==> src/rtl/fetch_pkg.sv <==
// Shared constants, state encoding, IF/ID payload and redirect-target helpers
// for the instruction fetch stage.
package fetch_pkg;

    localparam int unsigned XLEN  = 32;
    localparam int unsigned IDX_W = 26;
    localparam int unsigned OFF_W = 16;

    localparam logic [XLEN-1:0] DEF_RESET_PC = 32'h0040_0000;
    localparam logic [XLEN-1:0] DEF_NOP_WORD = 32'h3800_0000;
    localparam logic [XLEN-1:0] DEF_BAD_WORD = 32'hFFFF_FFFF;

    typedef enum logic [1:0] {
        ST_BOOT = 2'd0,
        ST_RUN  = 2'd1,
        ST_HALT = 2'd2
    } fetch_state_e;

    typedef struct packed {
        logic [XLEN-1:0] instr;
        logic [XLEN-1:0] pc4;
        logic            valid;
    } ifid_t;

    // J-type target: region bits come from the PC+4 of the jump itself.
    function automatic logic [XLEN-1:0] jump_target(input logic [XLEN-1:0] pc4,
                                                    input logic [IDX_W-1:0] idx);
        return {pc4[31:28], idx, 2'b00};
    endfunction

    function automatic logic [XLEN-1:0] branch_target(input logic [XLEN-1:0] pc4,
                                                      input logic [OFF_W-1:0] off);
        logic [XLEN-1:0] sext_off;
        sext_off = {{14{off[OFF_W-1]}}, off, 2'b00};
        return pc4 + sext_off;
    endfunction

endpackage

==> src/rtl/instruction_fetch_if.sv <==
// Instruction memory bus: address and active-low read enable out, word back.
interface instruction_fetch_if;
    import fetch_pkg::*;

    logic [XLEN-1:0] mem_addr;
    logic            mem_rd_n;
    logic [XLEN-1:0] mem_data;

    modport master (output mem_addr, output mem_rd_n, input mem_data);
    modport slave  (input mem_addr, input mem_rd_n, output mem_data);

endinterface

==> src/rtl/instruction_fetch_if_id.sv <==
// IF/ID pipeline register with hold and flush-to-NOP; flush wins over hold.
module if_id_reg
    import fetch_pkg::*;
#(
    parameter logic [XLEN-1:0] NOP_WORD = DEF_NOP_WORD
) (
    input  logic  clk,
    input  logic  rst_n,
    input  logic  hold_i,
    input  logic  flush_i,
    input  ifid_t d_i,
    output ifid_t q_o
);

    ifid_t ifid_q;
    ifid_t ifid_d;

    always_comb begin
        ifid_d = ifid_q;
        if (flush_i) begin
            ifid_d = '{instr: NOP_WORD, pc4: '0, valid: 1'b0};
        end else if (!hold_i) begin
            ifid_d = d_i;
        end
    end

    always_ff @(posedge clk) begin
        if (!rst_n) begin
            ifid_q <= '{instr: NOP_WORD, pc4: '0, valid: 1'b0};
        end else begin
            ifid_q <= ifid_d;
        end
    end

    assign q_o = ifid_q;

endmodule

==> src/rtl/instruction_fetch.sv <==
// Fetch stage: owns the PC, drives instruction memory, applies decode redirects
// and stalls, and halts on a fetch from unmapped memory.
module instruction_fetch
    import fetch_pkg::*;
#(
    parameter logic [XLEN-1:0] RESET_PC = DEF_RESET_PC,
    parameter logic [XLEN-1:0] NOP_WORD = DEF_NOP_WORD,
    parameter logic [XLEN-1:0] BAD_WORD = DEF_BAD_WORD
) (
    input  logic                clk,
    input  logic                rst_n,
    input  logic                stall_i,
    input  logic                jump_i,
    input  logic [IDX_W-1:0]    jump_index_i,
    input  logic                branch_i,
    input  logic [OFF_W-1:0]    branch_off_i,
    instruction_fetch_if.master imem,
    output logic [XLEN-1:0]     ifid_instr_o,
    output logic [XLEN-1:0]     ifid_pc4_o,
    output logic                ifid_valid_o,
    output logic                fetch_err_o
);

    fetch_state_e    state_q, state_d;
    logic [XLEN-1:0] pc_q, pc_d;
    logic            err_q, err_d;
    logic            rd_n_q, rd_n_d;
    logic            ifid_hold;
    logic            ifid_flush;
    logic [XLEN-1:0] pc_plus4;
    ifid_t           ifid_d;
    ifid_t           ifid_q;

    assign pc_plus4 = pc_q + 32'd4;
    assign ifid_d   = '{instr: imem.mem_data, pc4: pc_plus4, valid: 1'b1};

    // Per-edge priority in RUN: redirect > stall > unmapped fetch > normal.
    always_comb begin
        state_d    = state_q;
        pc_d       = pc_q;
        err_d      = err_q;
        ifid_hold  = 1'b1;
        ifid_flush = 1'b0;
        case (state_q)
            ST_BOOT: begin
                state_d = ST_RUN;
            end
            ST_RUN: begin
                if (jump_i) begin
                    pc_d       = jump_target(ifid_q.pc4, jump_index_i);
                    ifid_flush = 1'b1;
                end else if (branch_i) begin
                    pc_d       = branch_target(ifid_q.pc4, branch_off_i);
                    ifid_flush = 1'b1;
                end else if (stall_i) begin
                    ifid_hold = 1'b1;
                end else if (imem.mem_data == BAD_WORD) begin
                    state_d    = ST_HALT;
                    err_d      = 1'b1;
                    ifid_flush = 1'b1;
                end else begin
                    pc_d      = pc_plus4;
                    ifid_hold = 1'b0;
                end
            end
            ST_HALT: begin
                ifid_flush = 1'b1;
            end
            default: begin
                state_d = ST_BOOT;
            end
        endcase
        rd_n_d = (state_d != ST_RUN);
    end

    always_ff @(posedge clk) begin
        if (!rst_n) begin
            state_q <= ST_BOOT;
            pc_q    <= RESET_PC;
            err_q   <= 1'b0;
            rd_n_q  <= 1'b1;
        end else begin
            state_q <= state_d;
            pc_q    <= pc_d;
            err_q   <= err_d;
            rd_n_q  <= rd_n_d;
        end
    end

    if_id_reg #(
        .NOP_WORD (NOP_WORD)
    ) u_if_id_reg (
        .clk     (clk),
        .rst_n   (rst_n),
        .hold_i  (ifid_hold),
        .flush_i (ifid_flush),
        .d_i     (ifid_d),
        .q_o     (ifid_q)
    );

    assign imem.mem_addr = pc_q;
    assign imem.mem_rd_n = rd_n_q;
    assign ifid_instr_o  = ifid_q.instr;
    assign ifid_pc4_o    = ifid_q.pc4;
    assign ifid_valid_o  = ifid_q.valid;
    assign fetch_err_o   = err_q;

endmodule

==> src/flat_wrapper.sv <==
// flat-port wrapper written by rule: the top's interface ports become plain ports
module instruction_fetch_flat import fetch_pkg::*;
#(
    parameter logic [XLEN-1:0] RESET_PC = DEF_RESET_PC,
    parameter logic [XLEN-1:0] NOP_WORD = DEF_NOP_WORD,
    parameter logic [XLEN-1:0] BAD_WORD = DEF_BAD_WORD
)
  (clk, rst_n, stall_i, jump_i, jump_index_i, branch_i, branch_off_i, ifid_instr_o, ifid_pc4_o, ifid_valid_o, fetch_err_o, imem_mem_addr, imem_mem_rd_n, imem_mem_data);
  instruction_fetch_if imem_i ();
  input  logic clk;
  input  logic rst_n;
  input  logic stall_i;
  input  logic jump_i;
  input  logic [IDX_W-1:0] jump_index_i;
  input  logic branch_i;
  input  logic [OFF_W-1:0] branch_off_i;
  output logic [XLEN-1:0] ifid_instr_o;
  output logic [XLEN-1:0] ifid_pc4_o;
  output logic ifid_valid_o;
  output logic fetch_err_o;
  output wire logic [$bits(imem_i.mem_addr)-1:0] imem_mem_addr;
  output wire logic [$bits(imem_i.mem_rd_n)-1:0] imem_mem_rd_n;
  input wire logic [$bits(imem_i.mem_data)-1:0] imem_mem_data;
  assign imem_mem_addr = imem_i.mem_addr;
  assign imem_mem_rd_n = imem_i.mem_rd_n;
  assign imem_i.mem_data = imem_mem_data;
  instruction_fetch #(.RESET_PC(RESET_PC), .NOP_WORD(NOP_WORD), .BAD_WORD(BAD_WORD)) u_core (.clk(clk), .rst_n(rst_n), .stall_i(stall_i), .jump_i(jump_i), .jump_index_i(jump_index_i), .branch_i(branch_i), .branch_off_i(branch_off_i), .imem(imem_i), .ifid_instr_o(ifid_instr_o), .ifid_pc4_o(ifid_pc4_o), .ifid_valid_o(ifid_valid_o), .fetch_err_o(fetch_err_o));
endmodule
==> config.mk <==
export PLATFORM = sky130hd
export DESIGN_NAME = instruction_fetch_flat
export DESIGN_NICKNAME = d
export VERILOG_FILES = /design/src/rtl/fetch_pkg.sv /design/src/rtl/instruction_fetch_if.sv /design/src/rtl/instruction_fetch_if_id.sv /design/src/rtl/instruction_fetch.sv /design/src/flat_wrapper.sv
export SDC_FILE = /design/constraint.sdc
export NUM_CORES = 1
export LEC_CHECK = 0
export BUFFER_PORTS_ARGS = -buffer_cell sky130_fd_sc_hd__buf_2
export CAP_MARGIN = 5
export CORE_AREA = 2 2 146 91
export DETAILED_ROUTE_END_ITERATION = 8
export DIE_AREA = 0 0 148 93
export PLACE_DENSITY = 0.77
export REMOVE_ABC_BUFFERS = 1
export SYNTH_ARGS = -nofsm -noshare
export SYNTH_HDL_FRONTEND = slang
export SYNTH_SLANG_ARGS = --single-unit
==> constraint.sdc <==
create_clock -name clk -period 3.6 [get_ports clk]
set_input_delay 0.72 -clock clk [delete_from_list [all_inputs] [get_ports clk]]
set_output_delay 0.72 -clock clk [all_outputs]
set_load 0.03 [all_outputs]
==> results.py, run 1 <==
metrics = {
    "critical_path": {
        "reg2reg_depth": 10,
        "start_kind": "primary input",
        "cp.depth": 11,
        "criticalPathCategory": "primary input to flop",
        "cp_top_family": "compound AO/OA/AOI/OAI gates",
        "cp_max_fo": 3,
        "r2r-start": "u_core.u_if_id_reg.q_o[3]",
        "reg2reg_to": "u_core.imem.mem_addr[24]",
        "cp_num_buf_inv": 1,
        "cp_common_cell": "o21ai_0",
        "crit_required_ns": 3.91,
        "cp_cell_sequence": "buf_2 -> ha_1 -> fa_1 -> a211oi_1 -> o21ai_0 -> a21o_1 -> a41o_1 -> a41oi_1 -> o211ai_1 -> o21ai_0 -> a31o_1",
        "slowest_stage": "fa_1",
        "crit_arrival_ns": 3.18,
        "cp-end-kind": "flop",
        "reg2reg_slack_ns": 0.84,
        "cpPeakStageDelay_ns": 0.45,
    },
    "die": {
        "die_width_microns": 148,
        "pin_count": 178,
        "dieArea_sq_um": 13800,
        "initial_core_util": 0.518,
        "die_y_microns": 93,
        "std_cell_rows": 32,
        "core_area_sq_um": 12500,
    },
    "global_routing": {
        "grt_max_degree": 66,
        "antenna_found_initial": 1,
        "grt_pass1_wl_microns": 33000,
        "grt_pass1_vias": 6289,
        "grt_usage": 0.300,
        "overflow": 0,
    },
    "timing": {
        "fin_skew_ns": 0.0106,
        "drv_slew": 0,
        "finalCritPeriodShare": 0.798,
        "min_period_ns": 2.87,
        "clock.fmax_mhz": 348,
        "hold-worst-slack_ns": 0.453,
        "rsz0062_at_grt": "false",
        "finalSetupViolCount": 0,
        "relSlewSlack": 0.471,
        "hold_violations": 0,
        "worst_pin_slew_ns": 0.793,
    },
    "yosys": {
        "synth_area_leaders": "dfxtp_1 (31%), nand2_1 (7.6%), ha_1 (6.6%), a21oi_1 (6.5%), nor2_1 (4.1%)",
        "yosys.area_share.adder": 0.0688,
        "syn_area_per_cell_sq_um": 7.67,
        "yosys.area_share.simple": 0.237,
        "synth_top_family_by_area": "compound AO/OA/AOI/OAI gates",
        "synth_area_leader_cell": "dfxtp_1",
        "synthMuxAreaShare": 0.0108,
        "yosys_warnings": 0,
        "ys_ff_latch": 101,
        "syn_inst": 843,
        "synthFlopType": "dfxtp_1",
        "synth-xor-area-share": 0.0596,
        "ys_types": 73,
        "ys_seq_area_frac": 0.313,
        "synth_edf_count": 0,
        "syn_area_sq_um": 6470,
        "async_flop_share": 0,
        "synth_compound_area_frac": 0.261,
        "yosys.area.top_type_share": 0.313,
    },
    "outcome": {
        "outcome": "completed",
    },
    "clock_tree": {
        "clk_path_buf_depth": 2,
        "cts_resized": 0,
        "htree_levels": 3,
        "clk_pin_slew_ns": 0.08,
        "postCtsSetupBuffers": 0,
        "cts_buffers": 9,
        "clock-sinks": 101,
        "tritoncts": "yes",
        "clkLatencyLatePin_ns": 0.36,
        "holdBufCountCts": 0,
        "cts_root_buf": "clkbuf_16",
    },
    "job": {
        "cap_viol_max_count": 0,
    },
    "routing": {
        "wl_microns": 20500,
        "initialDrtViolationCount": 665,
        "via_per_inst": 5.98,
        "vias": 6977,
        "routedWlPerCell_microns": 17.6,
        "first_pass_iters": 6,
        "drt.antenna.violating_nets": 0,
        "route.detailed.drc": 0,
    },
    "power": {
        "clkPwrFrac": 0.364,
        "vdd_ir_drop_max_mv": 0.217,
        "power_switching_w": 0.000969,
        "p_leak_nw": 3.43,
        "power.density_nw_per_um2": 366,
        "p_int_w": 0.00188,
        "p_total_w": 0.00285,
        "pwr-share-seq": 0.428,
        "swShare": 0.340,
        "combinationalPowerShare": 0.208,
    },
    "place": {
        "place_hpwl_microns": 15500,
        "place_congestion": 0.997,
        "numPortBuffers": 177,
    },
    "worst_hold_path": {
        "hold_path_class": "flop to flop",
        "min_from": "u_core.u_if_id_reg.q_o[55]",
        "whs_endpoint": "u_core.u_if_id_reg.q_o[55]",
        "min_path_cells": 2,
    },
    "cells_and_area": {
        "syn2layout_area_growth_pct": 20.2,
        "drive_above_1_share": 0.227,
        "nets": 1105,
    },
}
## stage by stage
stage | cell area, sq um | cells | TNS [ns] | worst slack, ns | util
after CTS | 7780 | 1166 | 0 | 0.793 | 0.623
after floorplan | 6210 | 787 | -21.30 | -0.442 | -
final | 7780 | 1167 | 0 | 0.727 | 0.623
after detailed placement | 7460 | 1150 | 0 | 0.439 | 0.597
after global placement | 7460 | 1150 | 0 | 0.488 | 0.597
after global routing | 7780 | 1166 | 0 | 0.608 | 0.623
## cells by family (layout without fill, tap and decap cells)
logic type / after synthesis / in the layout
other cells: 0 / 1
buf+inv: 71 / 224
mux: 7 / 7
flops: 101 / 101
compound gates: 262 / 262
xor+xnor: 44 / 44
simple gates: 323 / 323
fa+ha+maj: 35 / 35
## layout make-up
class,instances,area [sq um]
clock inverters,7,96.3
flip-flops and latches,101,2020
inverters,15,56.3
clock buffers,9,225
well taps,170,213
fillers,1201,4710
multi-input cells,671,4150
repair buffers,193,1020
diodes,1,2.50
## Yosys cell counts (3+ instances only)
master	n
a31oi_1	7
buf_2	21
a211oi_1	33
nor2b_1	5
and3_1	14
inv_1	15
nand3b_1	5
or3_1	5
nor2_1	71
dfxtp_1	101
o21bai_1	4
nor4_2	3
xnor2_1	21
and2_1	8
nand2_1	131
a211o_1	3
a21o_1	17
ha_1	34
o21ai_0	42
clkbuf_1	27
o31ai_1	6
buf_4	7
nand4_1	17
a41oi_1	3
nor3_1	14
nor4_1	6
a22o_1	3
xor2_1	23
a21oi_1	84
a221oi_1	8
o211ai_1	11
mux2i_1	7
nand2b_1	3
nand3_1	25
o21ai_1	7
o21a_1	4
## how the worst max path moves through the flow
stage,endpoint,start
2_1_floorplan,u_core.u_if_id_reg.q_o[24],imem_mem_data[14]
3_3_place_gp,u_core.imem.mem_addr[24],branch_off_i[0]
3_5_place_dp,u_core.imem.mem_addr[24],branch_off_i[0]
4_1_cts,u_core.imem.mem_addr[24],branch_off_i[0]
5_1_grt,u_core.imem.mem_addr[24],branch_off_i[0]
6_report,u_core.imem.mem_addr[24],branch_off_i[0]
## power by group through the flow
stage	combinational (W)	sequential (W)	clock [W]
floorplan	0.000282	0.00132	0
global placement	0.000581	0.00124	0
detailed placement	0.000585	0.00124	0
CTS	0.000587	0.00122	0.00105
global route	0.000643	0.00123	0.00111
finish	0.000594	0.00122	0.00104
## placed cells by master (no fill, tap or decap), drive strengths merged, types with 5 or more instances in the layout
master    n
buf     193
nand2   131
dfxtp   101
a21oi    85
nor2     71
o21ai    50
ha       34
a211oi   34
nand3    25
xor2     23
xnor2    21
inv      19
nand4    17
a21o     17
nor3     15
and3     14
o211ai   11
and2     10
nor4     10
clkbuf    9
a221oi    8
a31oi     7
mux2i     7
o31ai     6
nand3b    5
nor2b     5
or3       5
## metal layers
| metal | part of all wire | GRT usage |
|---|---|---|
| met1 | 0.47 | 0.454 |
| met2 | 0.40 | 0.422 |
| met3 | 0.12 | 0.0746 |
| met4 | 0.012 | 0.0706 |
| met5 | 0 | 0 |
## worst register-to-register path: stages, from the launching register on
cell      delay [ns]
dfxtp_1         0.34
ha_1            0.24
fa_1            0.45
a211oi_1        0.32
o21ai_0         0.19
a21o_1          0.25
a41o_1          0.26
a41oi_1         0.28
o211ai_1        0.11
o21ai_0         0.11
a31o_1          0.16
## flip-flops by register name, indices dropped and copies added, names as in the netlist
register	cells
u_core.state_q	2
u_core.fetch_err_o	1
u_core.imem.mem_rd_n	1
u_core.u_if_id_reg.q_o	65
u_core.imem.mem_addr	32
No activity file was read; power rests on OpenSTA's default activity.
==> run 2, diff against run 1 <==
Clock period 3.6 ns to 2.8 ns, I/O delays scaled along.
==> run 2 against run 1 <==
  * Power is 30% higher
  * Via count rose by 2.0%
  * Critical path depth fell by 1
  * Clock power grew 26%
  * Largest power group unchanged
  * Non-clock buffer count grew 47
  * Largest cell class unchanged
==> results.py, run 2 (synthesis gave the netlist of run 1 again) <==
metrics = {
    "outcome": {
        "outcome": "completed",
    },
    "timing": {
        "hold-worst-slack_ns": 0.440,
        "setup_tns_ns": 0,
        "drv_slew": 0,
        "finalSetupViolCount": 0,
        "hold_violations": 0,
        "min_period_ns": 2.65,
        "rsz0062_at_grt": "true",
        "clock.fmax_mhz": 378,
        "finalCritPeriodShare": 0.946,
        "worst_pin_slew_ns": 0.843,
        "fin_skew_ns": 0.0164,
        "relSlewSlack": 0.436,
    },
    "critical_path": {
        "startpoint": "u_core.u_if_id_reg.q_o[3]",
        "start_kind": "flop",
        "criticalPathCategory": "flop to flop",
        "crit_arrival_ns": 2.88,
        "cp_common_cell": "a21oi_1",
        "cp_cell_sequence": "ha_1 -> fa_1 -> a21oi_1 -> or3b_1 -> a21oi_4 -> o2111ai_1 -> nand2_1 -> xor2_1 -> a221oi_1 -> a21oi_1",
        "cp_max_fo": 3,
        "r2r-start": "u_core.u_if_id_reg.q_o[3]",
        "cpPeakStageDelay_ns": 0.44,
        "cp-end-kind": "flop",
        "slowest_stage": "fa_1",
        "crit_required_ns": 3.03,
    },
    "routing": {
        "vias": 7116,
        "wl_microns": 21300,
        "routedWlPerCell_microns": 17.6,
        "drt.antenna.violating_nets": 0,
        "via_per_inst": 5.87,
        "route.detailed.drc": 0,
        "first_pass_iters": 5,
        "initialDrtViolationCount": 637,
    },
    "global_routing": {
        "overflow": 0,
        "antenna_found_initial": 0,
        "grt_pass1_vias": 6524,
        "grt_pass1_wl_microns": 34100,
        "grt_max_degree": 67,
        "grt_usage": 0.309,
    },
    "cells_and_area": {
        "final_cells": 1213,
        "drive_above_1_share": 0.264,
        "antenna_cells": 0,
        "mostFrequentLayoutCells": "buf_2 (177), nand2_1 (131), dfxtp_1 (101)",
        "syn2layout_area_growth_pct": 26.4,
        "nets": 1152,
        "largest_reg_flops": 65,
        "design_area_sq_um": 8180,
        "mostFrequentLayoutCell": "buf_2",
    },
    "clock_tree": {
        "htree_levels": 3,
        "cts_buffers": 9,
        "holdBufCountCts": 0,
        "clock-sinks": 101,
        "clk_path_buf_depth": 2,
        "tritoncts": "yes",
        "clkLatencyLatePin_ns": 0.36,
        "clk_pin_slew_ns": 0.09,
        "cts_root_buf": "clkbuf_16",
        "postCtsSetupBuffers": 0,
    },
    "die": {
        "dieArea_sq_um": 13800,
        "initial_core_util": 0.518,
        "die_y_microns": 93,
        "pin_count": 178,
        "std_cell_rows": 32,
        "core_area_sq_um": 12500,
        "die_width_microns": 148,
    },
    "job": {
        "cap_viol_max_count": 0,
    },
    "worst_hold_path": {
        "hold_path_class": "primary input to flop",
        "min_from": "imem_mem_data[5]",
    },
    "place": {
        "dpl.cell_count": 1197,
        "numPortBuffers": 177,
        "place_hpwl_microns": 16300,
        "place_congestion": 0.996,
        "postPlaceCellArea_sq_um": 7850,
    },
    "power": {
        "p_leak_nw": 3.67,
        "vdd_ir_drop_max_mv": 0.341,
        "power.density_nw_per_um2": 453,
    },
}
[run 2: cell count changes in the layout (fill, tap and decap cells not counted), sizes merged]
cell,delta
diode,-1
clkinvlp,+1
inv,-2
clkinv,+1
buf,+47
[run 2: timing repair]
item                                    CTS  global route
endpoints found under the hold margin     0             0
endpoints found under the setup margin    0             2
resized for setup                         0             3
[run 2: worst max-delay path, delay by kind of cell (launching register included)]
family                   cells  cell delay [ns]
flip-flops                   1             0.34
AO/OA/AOI/OAI                5             1.04
XOR/XNOR                     1             0.15
AND/OR/NAND/NOR              2             0.34
adder cells (fa/ha/maj)      2             0.65
[run 2: metal layers]
metal / GRT usage / wire [microns] / vias up
li1: - / - / 3435
met2: 0.439 / 8520 / 320
met1: 0.475 / 10400 / 3341
met4: 0.0548 / 191 / 0
met5: 0 / 0 / -
met3: 0.0717 / 2190 / 20
[run 2: power breakdown]
part | total (W) | internal (W) | switching, W | leakage [nW]
clock | 0.00131 | 0.000642 | 0.000667 | 0.148
sequential | 0.00156 | 0.00149 | 0.0000679 | 0.821
combinational | 0.000834 | 0.000316 | 0.000518 | 2.70
total | 0.00370 | 0.00245 | 0.00125 | 3.67
[run 2: cell type report]
| class | instances | area [sq um] |
|---|---|---|
| clock inverters | 7 | 87.6 |
| fillers | 1115 | 4320 |
| well taps | 170 | 213 |
| inverters | 15 | 56.3 |
| clock buffers | 9 | 225 |
| multi-input cells | 671 | 4160 |
| flip-flops and latches | 101 | 2020 |
| repair buffers | 240 | 1410 |
[run 2: final timing paths]
| path | endpoint | cells after the start | slack, ns |
|---|---|---|---|
| min | u_core.u_if_id_reg.q_o[38] | 3 | 0.44 |
| min reg2reg | u_core.u_if_id_reg.q_o[41] | 2 | 0.45 |
| max | u_core.imem.mem_addr[16] | 10 | 0.15 |
| max reg2reg | u_core.imem.mem_addr[16] | 10 | 0.15 |
[run 2: through the flow]
stage / setup WS, ns / utilization / power [W]
floorplan: -1.08 / - / 0.00206
global placement: -0.0830 / 0.628 / 0.00240
detailed placement: -0.163 / 0.628 / 0.00241
CTS: 0.163 / 0.653 / 0.00370
global route: -0.0000966 / 0.654 / 0.00385
finish: 0.151 / 0.654 / 0.00370
==> run 3, diff against run 2 <==
Settings changed: CORE_AREA 2 2 146 91 to 2 2 166 103, DIE_AREA 0 0 148 93 to 0 0 168 105, PLACE_DENSITY 0.77 to default, PLACE_DENSITY_LB_ADDON from default to 0.2, TNS_END_PERCENT from default to 50.
==> run 3 against run 2 <==
  * Core utilization shrank 13 points
  * First-iteration DRC count down 13%
  * Via count fell by 0.86%
  * Sequential cell count unchanged
  * Combinational power up 3.6%
  * Cell count is 4.4% higher
  * Largest cell class unchanged
  * Power grew 1.9%
  * Clock skew decreased by 0.00064 ns
  * Routed wire length increased by 6.3%
==> results.py, run 3 (synthesis gave the netlist of run 1 again) <==
metrics = {
    "clock_tree": {
        "tritoncts": "yes",
        "cts_buffers": 9,
        "clock-sinks": 101,
        "htree_levels": 3,
        "cts_root_buf": "clkbuf_16",
        "clkLatencyLatePin_ns": 0.36,
        "clk_path_buf_depth": 2,
        "holdBufCountCts": 0,
        "clk_pin_slew_ns": 0.08,
    },
    "cells_and_area": {
        "antenna_cells": 0,
        "multiInputGateArea_sq_um": 4160,
        "largest_reg_flops": 65,
        "fillCellCount": 1597,
        "final-seq-area_sq_um": 2020,
        "nets": 1166,
        "mostFrequentLayoutCell": "buf_2",
        "syn2layout_area_growth_pct": 29.2,
        "mostFrequentLayoutCells": "buf_2 (177), nand2_1 (131), dfxtp_1 (101)",
        "drive_above_1_share": 0.272,
        "finalCoreUtilization": 0.523,
    },
    "critical_path": {
        "cp_common_cell": "o21ai_0",
        "cpPeakStageDelay_ns": 0.43,
        "slowest_stage": "fa_1",
        "crit_arrival_ns": 3.02,
        "criticalPathCategory": "flop to flop",
        "cp_num_buf_inv": 0,
        "cp_top_family": "compound AO/OA/AOI/OAI gates",
        "cp_cell_sequence": "ha_1 -> fa_1 -> a211oi_1 -> o21ai_0 -> a21o_1 -> a41o_1 -> a41oi_1 -> o211ai_1 -> o21ai_0 -> a31o_1",
        "cp_max_fo": 3,
        "crit_required_ns": 3.10,
        "cp-end-kind": "flop",
        "start_kind": "flop",
    },
    "die": {
        "die_width_microns": 168,
        "die_y_microns": 105,
        "pin_count": 178,
        "dieArea_sq_um": 17600,
        "initial_core_util": 0.405,
        "core_area_sq_um": 16000,
        "std_cell_rows": 36,
    },
    "place": {
        "place_congestion": 0.948,
        "numPortBuffers": 177,
        "place_hpwl_microns": 17400,
    },
    "routing": {
        "initialDrtViolationCount": 552,
        "via_per_inst": 5.57,
        "first_pass_iters": 5,
        "route.detailed.drc": 0,
        "wl_microns": 22600,
        "drt.antenna.violating_nets": 0,
        "routedWlPerCell_microns": 17.9,
        "vias": 7055,
    },
    "timing": {
        "setup_tns_ns": 0,
        "finalSetupViolCount": 0,
        "finalCritPeriodShare": 0.969,
        "drv_slew": 0,
        "fin_skew_ns": 0.0158,
        "hold_violations": 0,
        "relSlewSlack": 0.626,
        "rsz0062_at_grt": "true",
        "min_period_ns": 2.71,
        "clock.fmax_mhz": 368,
        "worst_pin_slew_ns": 0.561,
    },
    "global_routing": {
        "grt_pass1_vias": 6437,
        "overflow": 0,
        "grt_pass1_wl_microns": 35400,
        "grt_max_degree": 51,
        "antenna_found_initial": 1,
        "grt_usage": 0.251,
    },
    "job": {
        "cap_viol_max_count": 0,
    },
    "worst_hold_path": {
        "hold_path_class": "primary input to flop",
    },
    "power": {
        "p_leak_nw": 3.75,
        "power.density_nw_per_um2": 451,
        "vdd_ir_drop_max_mv": 0.245,
    },
    "outcome": {
        "outcome": "completed",
    },
}
[run 3: path summary, 6_finish.rpt]
| kind | startpoint | end | slack (ns) | cells after the start |
|---|---|---|---|---|
| hold / removal | imem_mem_data[29] | u_core.u_if_id_reg.q_o[62] | 0.43 | 3 |
| hold reg to reg | u_core.u_if_id_reg.q_o[55] | u_core.u_if_id_reg.q_o[55] | 0.45 | 2 |
| setup / recovery | u_core.u_if_id_reg.q_o[3] | u_core.imem.mem_addr[24] | 0.09 | 10 |
| setup reg to reg | u_core.u_if_id_reg.q_o[3] | u_core.imem.mem_addr[24] | 0.09 | 10 |
[run 3: repair_timing]
action                                  4_1_cts  5_1_grt
resized for setup                             0        2
endpoints found under the hold margin         0        0
endpoints found under the setup margin        0        3
setup buffers                                 0        0
[run 3: metal layers]
metal | global-route usage | wire length (microns) | share of wire
met4 | 0.0366 | 136 | 0.0060
met5 | 0 | 11 | 0.00049
met1 | 0.384 | 11400 | 0.50
met3 | 0.0549 | 1830 | 0.081
met2 | 0.362 | 9270 | 0.41
[run 3: final cells by class]
class	instances	share of cell area
flip-flops and latches	101	0.242
repair buffers	254	0.184
multi-input cells	671	0.498
clock buffers	9	0.0269
inverters	15	0.00674
clock inverters	7	0.0115
well taps	209	0.0313
[run 3: worst reg2reg max path, cell delays in order (launching register included)]
cell	delay [ns]
dfxtp_1	0.34
ha_1	0.22
fa_1	0.43
a211oi_1	0.30
o21ai_0	0.18
a21o_1	0.25
a41o_1	0.27
a41oi_1	0.28
o211ai_1	0.12
o21ai_0	0.11
a31o_1	0.16
[run 3: report_power, final]
group | internal (W) | total, W | switching [W]
sequential | 0.00149 | 0.00156 | 0.0000655
combinational | 0.000334 | 0.000864 | 0.000530
clock | 0.000656 | 0.00135 | 0.000695
total | 0.00248 | 0.00377 | 0.00129
[run 3: stage by stage]
step           hold slack (ns)  std cells  power, W  worst slack, ns  area, sq um
6_report                 0.428       1266   0.00377           0.0860         8360
5_1_grt                  0.434       1266   0.00392          -0.0531         8360
4_1_cts                  0.420       1266   0.00380            0.133         8350
3_5_place_dp             0.444       1250   0.00244           -0.175         8030
3_3_place_gp             0.439       1250   0.00244           -0.104         8030
2_1_floorplan            0.570        787   0.00206            -1.08         6210
